File: src/rtl/mem_arb_pkg.sv
// Shared definitions for mem_port_arbiter: owner tags, FSM encoding and the
// request bundle that is muxed onto the downstream port.
package mem_arb_pkg;

  localparam logic OWN_INST = 1'b0;
  localparam logic OWN_DATA = 1'b1;

  typedef enum logic {
    ST_IDLE = 1'b0,
    ST_LOCK = 1'b1
  } arb_state_t;

  // size/wstrb/addr/wdata; req and wr travel separately.
  localparam int REQ_W = 70;

  typedef struct packed {
    logic [1:0]  size;
    logic [3:0]  wstrb;
    logic [31:0] addr;
    logic [31:0] wdata;
  } req_bundle_t;

endpackage

File: src/rtl/owner_fifo.sv
// Synchronous FIFO holding the owner tag of every accepted memory transaction,
// so that returns can be routed back in order.
module owner_fifo #(
  parameter int DEPTH = 4,
  parameter int WIDTH = 1
) (
  input  logic             clk,
  input  logic             resetn,
  input  logic             push,
  input  logic             pop,
  input  logic [WIDTH-1:0] din,
  output logic [WIDTH-1:0] head,
  output logic             full,
  output logic             empty
);

  localparam int PTR_W = $clog2(DEPTH);
  localparam int CNT_W = PTR_W + 1;
  localparam logic [CNT_W-1:0] DEPTH_C = CNT_W'(DEPTH);

  logic [WIDTH-1:0] slots [DEPTH];
  logic [PTR_W-1:0] wr_ptr, rd_ptr;
  logic [CNT_W-1:0] count;
  logic             do_push, do_pop;

  assign full    = (count == DEPTH_C);
  assign empty   = (count == '0);
  assign do_pop  = pop && !empty;
  assign do_push = push && (!full || do_pop);
  assign head    = slots[rd_ptr];

  // NOTE: sequential state uses non-blocking assignments so every flop samples
  // pre-edge values regardless of statement order.
  always_ff @(posedge clk or negedge resetn) begin
    if (!resetn) begin
      wr_ptr <= '0;
      rd_ptr <= '0;
      count  <= '0;
    end else begin
      if (do_push) wr_ptr <= wr_ptr + PTR_W'(1);
      if (do_pop)  rd_ptr <= rd_ptr + PTR_W'(1);
      case ({do_push, do_pop})
        2'b10:   count <= count + CNT_W'(1);
        2'b01:   count <= count - CNT_W'(1);
        default: count <= count;
      endcase
    end
  end

  // NOTE: the storage array has no reset; occupancy is tracked by count, so
  // stale slots are never observed and the array maps to plain registers/RAM.
  always_ff @(posedge clk) begin
    if (do_push) slots[wr_ptr] <= din;
  end

endmodule

File: src/rtl/mem_port_arbiter.sv
// Arbitrates the IF and EXE requesters onto one sram-like memory port and routes
// returns by an in-order owner queue. Define MEM_ARB_RR_EN for round-robin.
module mem_port_arbiter
  import mem_arb_pkg::*;
#(
  parameter int OUTSTANDING = 4,
  parameter int OWNER_W     = 1
) (
  input  logic        clk,
  input  logic        resetn,
  input  logic        inst_req,
  input  logic        inst_wr,
  input  logic [1:0]  inst_size,
  input  logic [3:0]  inst_wstrb,
  input  logic [31:0] inst_addr,
  input  logic [31:0] inst_wdata,
  output logic        inst_addr_ok,
  output logic        inst_data_ok,
  output logic [31:0] inst_rdata,
  input  logic        data_req,
  input  logic        data_wr,
  input  logic [1:0]  data_size,
  input  logic [3:0]  data_wstrb,
  input  logic [31:0] data_addr,
  input  logic [31:0] data_wdata,
  output logic        data_addr_ok,
  output logic        data_data_ok,
  output logic [31:0] data_rdata,
  output logic        mem_req,
  output logic        mem_wr,
  output logic [1:0]  mem_size,
  output logic [3:0]  mem_wstrb,
  output logic [31:0] mem_addr,
  output logic [31:0] mem_wdata,
  input  logic        mem_addr_ok,
  input  logic        mem_data_ok,
  input  logic [31:0] mem_rdata,
  output logic        arb_err
);

  arb_state_t   state, state_next;
  logic         lock_owner, lock_owner_next;
  logic         pick, sel_owner, locked_req, drop_err;
  logic         push, pop, fifo_full, fifo_empty;
  logic [OWNER_W-1:0] fifo_head;
  req_bundle_t  inst_bundle, data_bundle, mem_bundle;

  assign inst_bundle = {inst_size, inst_wstrb, inst_addr, inst_wdata};
  assign data_bundle = {data_size, data_wstrb, data_addr, data_wdata};

`ifdef MEM_ARB_RR_EN
  logic last_winner;

  // On a tie, the requester that lost the previous handshake goes first.
  always_comb begin
    if (inst_req && data_req) pick = (last_winner == OWN_DATA) ? OWN_INST : OWN_DATA;
    else                      pick = data_req ? OWN_DATA : OWN_INST;
  end

  always_ff @(posedge clk or negedge resetn) begin
    if (!resetn)   last_winner <= OWN_INST;
    else if (push) last_winner <= sel_owner;
  end
`else
  assign pick = data_req ? OWN_DATA : OWN_INST;
`endif

  assign locked_req = (lock_owner == OWN_DATA) ? data_req : inst_req;

  // NOTE: every always_comb output gets a default first so no path leaves it
  // unassigned, which would otherwise infer a latch.
  always_comb begin
    state_next      = state;
    lock_owner_next = lock_owner;
    sel_owner       = pick;
    mem_req         = 1'b0;
    drop_err        = 1'b0;
    case (state)
      ST_IDLE: begin
        mem_req = resetn && (inst_req || data_req) && !fifo_full;
        if (mem_req && !mem_addr_ok) begin
          state_next      = ST_LOCK;
          lock_owner_next = pick;
        end
      end
      ST_LOCK: begin
        sel_owner = lock_owner;
        mem_req   = resetn && locked_req;
        if (!locked_req) begin
          drop_err   = 1'b1;
          state_next = ST_IDLE;
        end else if (mem_addr_ok) begin
          state_next = ST_IDLE;
        end
      end
      default: state_next = ST_IDLE;
    endcase
  end

  always_ff @(posedge clk or negedge resetn) begin
    if (!resetn) begin
      state      <= ST_IDLE;
      lock_owner <= OWN_INST;
      arb_err    <= 1'b0;
    end else begin
      state      <= state_next;
      lock_owner <= lock_owner_next;
      if (drop_err || (mem_data_ok && fifo_empty)) arb_err <= 1'b1;
    end
  end

  assign mem_wr     = (sel_owner == OWN_DATA) ? data_wr : inst_wr;
  assign mem_bundle = (sel_owner == OWN_DATA) ? data_bundle : inst_bundle;
  assign {mem_size, mem_wstrb, mem_addr, mem_wdata} = mem_bundle;

  assign push         = mem_req && mem_addr_ok;
  assign inst_addr_ok = push && (sel_owner == OWN_INST);
  assign data_addr_ok = push && (sel_owner == OWN_DATA);

  owner_fifo #(.DEPTH(OUTSTANDING), .WIDTH(OWNER_W)) u_owner_fifo (
    .clk    (clk),
    .resetn (resetn),
    .push   (push),
    .pop    (pop),
    .din    (OWNER_W'(sel_owner)),
    .head   (fifo_head),
    .full   (fifo_full),
    .empty  (fifo_empty)
  );

  // Returns with nothing outstanding are dropped and flagged via arb_err.
  assign pop          = mem_data_ok && !fifo_empty;
  assign inst_data_ok = pop && (fifo_head[0] == OWN_INST);
  assign data_data_ok = pop && (fifo_head[0] == OWN_DATA);
  assign inst_rdata   = mem_rdata;
  assign data_rdata   = mem_rdata;

endmodule
File: config.mk
export PLATFORM = sky130hd
export DESIGN_NAME = mem_port_arbiter
export DESIGN_NICKNAME = d
export VERILOG_FILES = /design/src/rtl/mem_arb_pkg.sv /design/src/rtl/owner_fifo.sv /design/src/rtl/mem_port_arbiter.sv
export SDC_FILE = /design/constraint.sdc
export NUM_CORES = 1
export LEC_CHECK = 0
export CAP_MARGIN = 10
export CORE_AREA = 2 2 124 126
export CTS_CLUSTER_SIZE = 10
export DETAILED_ROUTE_END_ITERATION = 10
export DIE_AREA = 0 0 126 128
export HOLD_SLACK_MARGIN = 0.06
export PLACE_DENSITY = 0.62
export SYNTH_ARGS = -nofsm -noshare
export SYNTH_HDL_FRONTEND = slang
export SYNTH_HIERARCHICAL = 1
export SYNTH_SLANG_ARGS = --single-unit
File: constraint.sdc
create_clock -name clk -period 3.25 [get_ports clk]
set_clock_uncertainty 0.2 [all_clocks]
set_input_delay 0.65 -clock clk [delete_from_list [all_inputs] [get_ports clk]]
set_output_delay 0.65 -clock clk [all_outputs]
set_load 0.005 [all_outputs]
Yosys cells after proc, flatten, opt, wreduce, memory -nomap -nowiden
Memory sizes are Yosys's and may differ from the RTL's.
Index checks and enable logic that the tools add are counted.
{ "classes": {"add_sub_neg": 4, "n_eq_ne": 3, "muxes": 15, "n_bitwise": 3, "reduce_logical": 22} }
{ "op_table": {"columns": ["op", "count"], "rows": [
  ["$mux W70", 1],
  ["$logic_and A1 B1 Y1", 13],
  ["$mux W1", 11],
  ["$pmux W3 S2", 1],
  ["$add A2 B1 Y2 const B", 2],
  ["$pmux W1 S2", 2],
  ["$add A3 B1 Y3 const B", 1],
  ["$eq A3 B3 Y1 const B", 1],
  ["$logic_not A1 Y1", 3],
  ["$logic_not A3 Y1", 1],
  ["$logic_or A1 B1 Y1", 3],
  ["$not A1 Y1", 3],
  ["$sub A3 B1 Y3 const B", 1],
  ["$eq A2 B1 Y1 const B", 1],
  ["$eq A2 B2 Y1 const B", 1],
  ["$reduce_and A2 Y1", 1],
  ["$reduce_bool A2 Y1", 1]
]} }
{ "totals": {"register_bits": 10, "ramBits": 4, "in_bits": 180, "output_inout_bits": 141, "elab_cells": 54, "memories": 1} }
{ "mem_list": {"columns": ["name", "depth", "word_bits", "rd", "rd_ports_with_merged_regs", "wr", "line", "source"], "rows": [
  ["u_owner_fifo.slots", 4, 1, 1, 0, 1, "owner_fifo.sv:21", "logic [WIDTH-1:0] slots [DEPTH];"]
]} }

Longest topological paths before layout
{ "depth": {"word_depth": 8, "depth_mapped": 13, "depth_no_buf": 13} }

Cells and area by module
Netlist, hierarchy kept.
{ "modules_own_cells": {"columns": ["mod", "instances", "cells_each", "area_per_inst_um2", "seq_area_each_um2"], "rows": [
  ["mem_port_arbiter", 1, 170, 1919.3, 75.1],
  ["owner_fifo", 1, 43, 580.6, 295.3]
]} }

Worst setup path before layout
Ideal clock, no wire load.
{ "synth_timing": {"path_kind": "register to register", "from": "register u_owner_fifo.count[0]", "to": "register u_owner_fifo.count[2]", "setup_ps": 79, "arrival_time_ps": 2307, "required_time_ps": 2971, "setup_slack_ps": 663, "path_stages_with_launch": 14, "n_path_buf": 0, "synth_period_minus_slack_ps": 2587, "cell_sequence": "dfrtp_1 > or3b_1 > inv_1 > nand2b_1 > o2111ai_1 > nor2_1 > o21a_4 > inv_1 > ha_1 > inv_1 > fa_1 > xor2_1 > nor2_1 > xor2_1"} }
{ "synth_via": {"elab_chain_cells": 8, "elab_cells_between_ends": 17, "classes_between": "2 x add/sub; 3 x eq/ne; 2 x mux; 10 x reduce/logical"} }
{ "synth_lines": {"columns": ["element", "line", "source"], "rows": [
  ["start, declared", "owner_fifo.sv:23", "logic [CNT_W-1:0] count;"],
  ["start signal, assigned", "owner_fifo.sv:43", "2'b10: count <= count + CNT_W'(1);"],
  ["start signal, assigned", "owner_fifo.sv:44", "2'b01: count <= count - CNT_W'(1);"],
  ["start signal, assigned", "owner_fifo.sv:45", "default: count <= count;"],
  ["$eq A3 B3 Y1 *", "owner_fifo.sv:26", "assign full = (count == DEPTH_C);"],
  ["via fifo_full", "mem_port_arbiter.sv:44", "logic push, pop, fifo_full, fifo_empty;"],
  ["$logic_not A1 Y1 *", "mem_port_arbiter.sv:80", "mem_req = resetn && (inst_req || data_req) && !fifo_full;"],
  ["$logic_and A1 B1 Y1 *", "mem_port_arbiter.sv:80", null],
  ["$pmux W1 S2 *", "mem_port_arbiter.sv:78", "case (state)"],
  ["$logic_and A1 B1 Y1 *", "mem_port_arbiter.sv:116", "assign push = mem_req && mem_addr_ok;"],
  ["via push", "mem_port_arbiter.sv:44", null],
  ["$logic_and A1 B1 Y1 *", "owner_fifo.sv:29", "assign do_push = push && (!full || do_pop);"],
  ["$eq A2 B1 Y1 or $eq A2 B2 Y1 (tied branches)", "owner_fifo.sv:42", "case ({do_push, do_pop})"],
  ["$pmux W3 S2 or $reduce_bool A2 Y1 (tied branches)", null, null]
]} }
The timed path passes the listed nets; every way through them passes the cells marked *.
A chain may end at the register's enable or synchronous reset.

Final worst setup path
{ "layout_timing": {"from": "input data_req", "to": "output mem_wdata[21]"} }
{ "layout_via": {"elab_chain_cells": 3} }
{ "layout_lines": {"columns": ["element", "line", "source"], "rows": [
  ["start, declared", "mem_port_arbiter.sv:20", "input logic data_req,"],
  ["$mux W1", "mem_port_arbiter.sv:65", "assign pick = data_req ? OWN_DATA : OWN_INST;"],
  ["$mux W1", "mem_port_arbiter.sv:78", null],
  ["$mux W70", "mem_port_arbiter.sv:113", "assign mem_bundle = (sel_owner == OWN_DATA) ? data_bundle : inst_bundle;"],
  ["end, declared", "mem_port_arbiter.sv:34", "output logic [31:0] mem_wdata,"]
]} }
Every way passes these cells.

==> impl_results.md <==
* CTS root buf: clkbuf_16
* Share of layout cells above drive strength 1 at 27.2%
* Post-Synth Adder-Cell Area at 3.30%
* Cts hold-fix bufs at 0
* Synthesized area per cell at 11.7 um2
* All-Layer GR Usage at 11.9%
* Critical Path Start Type: input port
* Wire length per cell at 18.1 um
* Die Y-Extent at 128 um
* Drc violations at 0
* Maximum clock rate at 0.314 GHz
* FF/Latch Area at 370 um2
* Area added between synthesis and finish at 87.0%
* Outcome: finished clean
* GRT met1 Usage at 15.8%
* Clock transition at path regs at 0.05 ns
* Full die area at 16100 um2
* CTS Buffer Depth at 2
* CTS sink cnt at 14
* Critical path type: input port to output pin
* Via-per-instance ratio at 3.85
* Fin. Hold Viols at 0
* Hold path cells at 1
* Post-route antenna net violation count at 0
* Period utilization at 98.1%
* Synth Area in Compound Gates at 3.10%
* Total leakage power at 1.98 nW
* Worst-skew pair later-pin latency at 0.24 ns
* CTS tree: yes
* CTS HTree Levels at 1
* Simple-gate area share of the yosys netlist at 5.36%
* Final Cell Area at 4680 um2
* Max_cap viols at 0
* Largest net degree at the start of global routing at 13
* CP Max Fanout at 10
* Boundary Pins at 321
* M3 GR Usage at 5.30%
* First-pass GRT wire length at 14.8 mm
* Max-slew headroom at 73.1%
* Worst vdd ir at 0.267 mV
* Net count, final at 577
* Met2 Usage GRT at 18.7%
* Slew Viols, Final at 0
* Main combinational cell family by area after synthesis: multiplexers
* Syn. warnings at 6
* Area after DPL at 4490 um2
* RePlAce Congestion at 0.792
* Required time of the critical path at 2.40 ns
* PortBufs at 224
* Area of the multi-input gates at 1460 um2
* # fillers at 1513
* TNS Setup at 0 ns
* DRT Pass-1 Iters at 4
* Inserted Diodes at 0
* RSZ-0062 raised after global routing: false
* Element type at the critical path end: output pin
* Syn Inst Count at 213
* Rows at 45
* Placed insts at 568
* Most used cell, CP: buf_4
* Worst path arrival time at 2.34 ns
* Grt peak-use layer: met2
* Fin crit period at 3.19 ns
* Setup Viol. Count Final at 0
* DRT Wirelength at 10.5 mm
* Slowest-stage cell, CP: clkdlybuf4s50_1
* Hold slack at 0.292 ns
* Post-Synth XOR/XNOR Area at 2.10%
* Multiplexer area fraction after synthesis at 44.5%
* GR Overflow Total at 0
* Actual slew at the worst max-slew pin at 0.399 ns
* Synthesized area at 2500 um2
* Critical path's largest stage delay at 0.47 ns
* Final HPWL DP at 8.58 mm
* Number of global-route vias before repair at 2330
* Synthesized Nets at 399
* Die W at 126 um
* Cell breakdown of the critical path: dlygate4sd2_1 -> inv_2 -> o21a_4 -> inv_12 -> buf_4 -> buf_4 -> mux2_4 -> clkdlybuf4s50_1
* Via Count at 2227
* Finished Layout Cells at 578
* DR iter-0 viols at 91
* Antenna violations before repair at 0
* Placeable Area at 14900 um2
* Worst min path class: flip-flop to flip-flop
* Pwr/cell area at 388 nW/um2
* Worst R2R Path Depth at 13
* CTS Buf Count at 3
* Sequential fraction of the synthesis area at 14.8%
* #FFs+latches synth at 14
* Initial Util at 16.8%
* Netlist cell types at 32
-- layer usage --
layer  share of wire (%)  vias up
met5                   0        -
met4                0.14        0
met1                  43     1024
met2                  45      177
li1                    -     1024
met3                  12        2
-- cell usage in the layout (no fill, tap or decap), drive strengths merged --
cell,count
dfrtp,10
mux2,72
nand2b,2
nor4,1
clkinv,1
edfxtp,4
ha,5
dlygate4sd2,1
nor3,4
bufbuf,1
inv,11
nor2b,2
clkdlybuf4s50,223
o21a,2
a221o,1
mux2i,2
nor4b,1
nor2,3
clkbuf,3
o31a,1
a21oi,2
xor2,3
nand2,4
mux4,1
o2111ai,1
buf,18
fa,1
a22o,1
xnor2,3
or3b,1
and2,5
-- cell type report --
class	count	area share, %
timing repair buffer	243	52.9
multi-input combinational	118	31.2
sequential	14	7.92
tap	188	5.03
clock buffer	3	1.61
inverter	10	1.07
timing repair inverter	1	0.187
clock inverter	1	0.0803
-- synth_stat cells --
master     instances  area (um2)
inv_12             1        16.3
buf_4             64         480
nand2b_1           2        12.5
nand2_2            1        6.26
ha_1               5        62.6
nor2b_1            2        12.5
a21oi_1            2        10.0
mux2_4            69        1040
o21a_4             2        30.0
mux4_2             1        22.5
and2_1             1        6.26
fa_1               1        20.0
dfrtp_1           10         250
o2111ai_1          1        8.76
nor3_1             4        20.0
mux2_2             3        33.8
edfxtp_1           4         120
nor4_1             1        6.26
or3b_1             1        8.76
inv_1              8        30.0
buf_12             7         140
a22o_1             1        8.76
nor4b_1            1        8.76
a221o_1            1        10.0
xnor2_1            3        26.3
nand2_1            3        11.3
xor2_1             3        26.3
and2_2             4        30.0
mux2i_1            2        20.0
o31a_2             1        10.0
nor2_1             3        11.3
inv_2              1        3.75
-- sequential cells by signal, summed over array words and instances (netlist names) --
| name | flops |
|---|---|
| u_owner_fifo/slots | 4 |
| arb_err | 1 |
| u_owner_fifo/wr_ptr | 2 |
| u_owner_fifo/rd_ptr | 2 |
| state | 1 |
| lock_owner | 1 |
| u_owner_fifo/count | 3 |
-- stage by stage --
stage          worst slack [ns]  util (%)  total power, mW
2_1_floorplan             0.663         -             1.02
3_3_place_gp             -0.160      30.2             1.49
3_5_place_dp             -0.161      30.2             1.52
4_1_cts                  0.0287      31.5             1.84
5_1_grt                 0.00206      31.5             1.93
6_report                 0.0607      31.5             1.81
-- final timing paths --
check                      slack (ns)                endpoint                    from
setup / recovery                 0.06           mem_wdata[21]                data_req
hold / removal                   0.29  u_owner_fifo/rd_ptr[1]  u_owner_fifo/rd_ptr[1]
setup reg to reg                 0.49   u_owner_fifo/count[2]   u_owner_fifo/count[0]
hold reg to reg                  0.29  u_owner_fifo/rd_ptr[1]  u_owner_fifo/rd_ptr[1]
max in group asynchronous        2.05  u_owner_fifo/wr_ptr[0]                  resetn
min in group asynchronous        0.66                   state                  resetn
-- worst max-delay path: cells and delay by family --
kind	cells	cell delay [ns]
buffers and inverters	6	1.15
AOI/OAI and AO/OA	1	0.24
muxes	1	0.30
-- cell families (layout without fill, tap and decap cells) --
logic type,Yosys count,count (layout)
buffers and inverters,81,258
AO/OA/AOI/OAI,8,8
AND/OR/NAND/NOR,23,23
flip-flops,14,14
XOR/XNOR,6,6
multiplexers,75,75
adder cells (fa/ha/maj),6,6
-- power by group --
group	leakage (nW)	internal [mW]	switching, mW
registers	0.151	0.245	0.0607
clock network	0.0385	0.163	0.0703
logic	1.79	0.849	0.426
total	1.98	1.26	0.557
-- repair_timing --
item | in CTS | in global routing
setup buffers | 5 | 0
endpoints found under the setup margin | 67 | 11
cloned | 2 | 0
resized for setup | 4 | 0
pin swaps | 0 | 0
(Power assumes the default switching activity.)
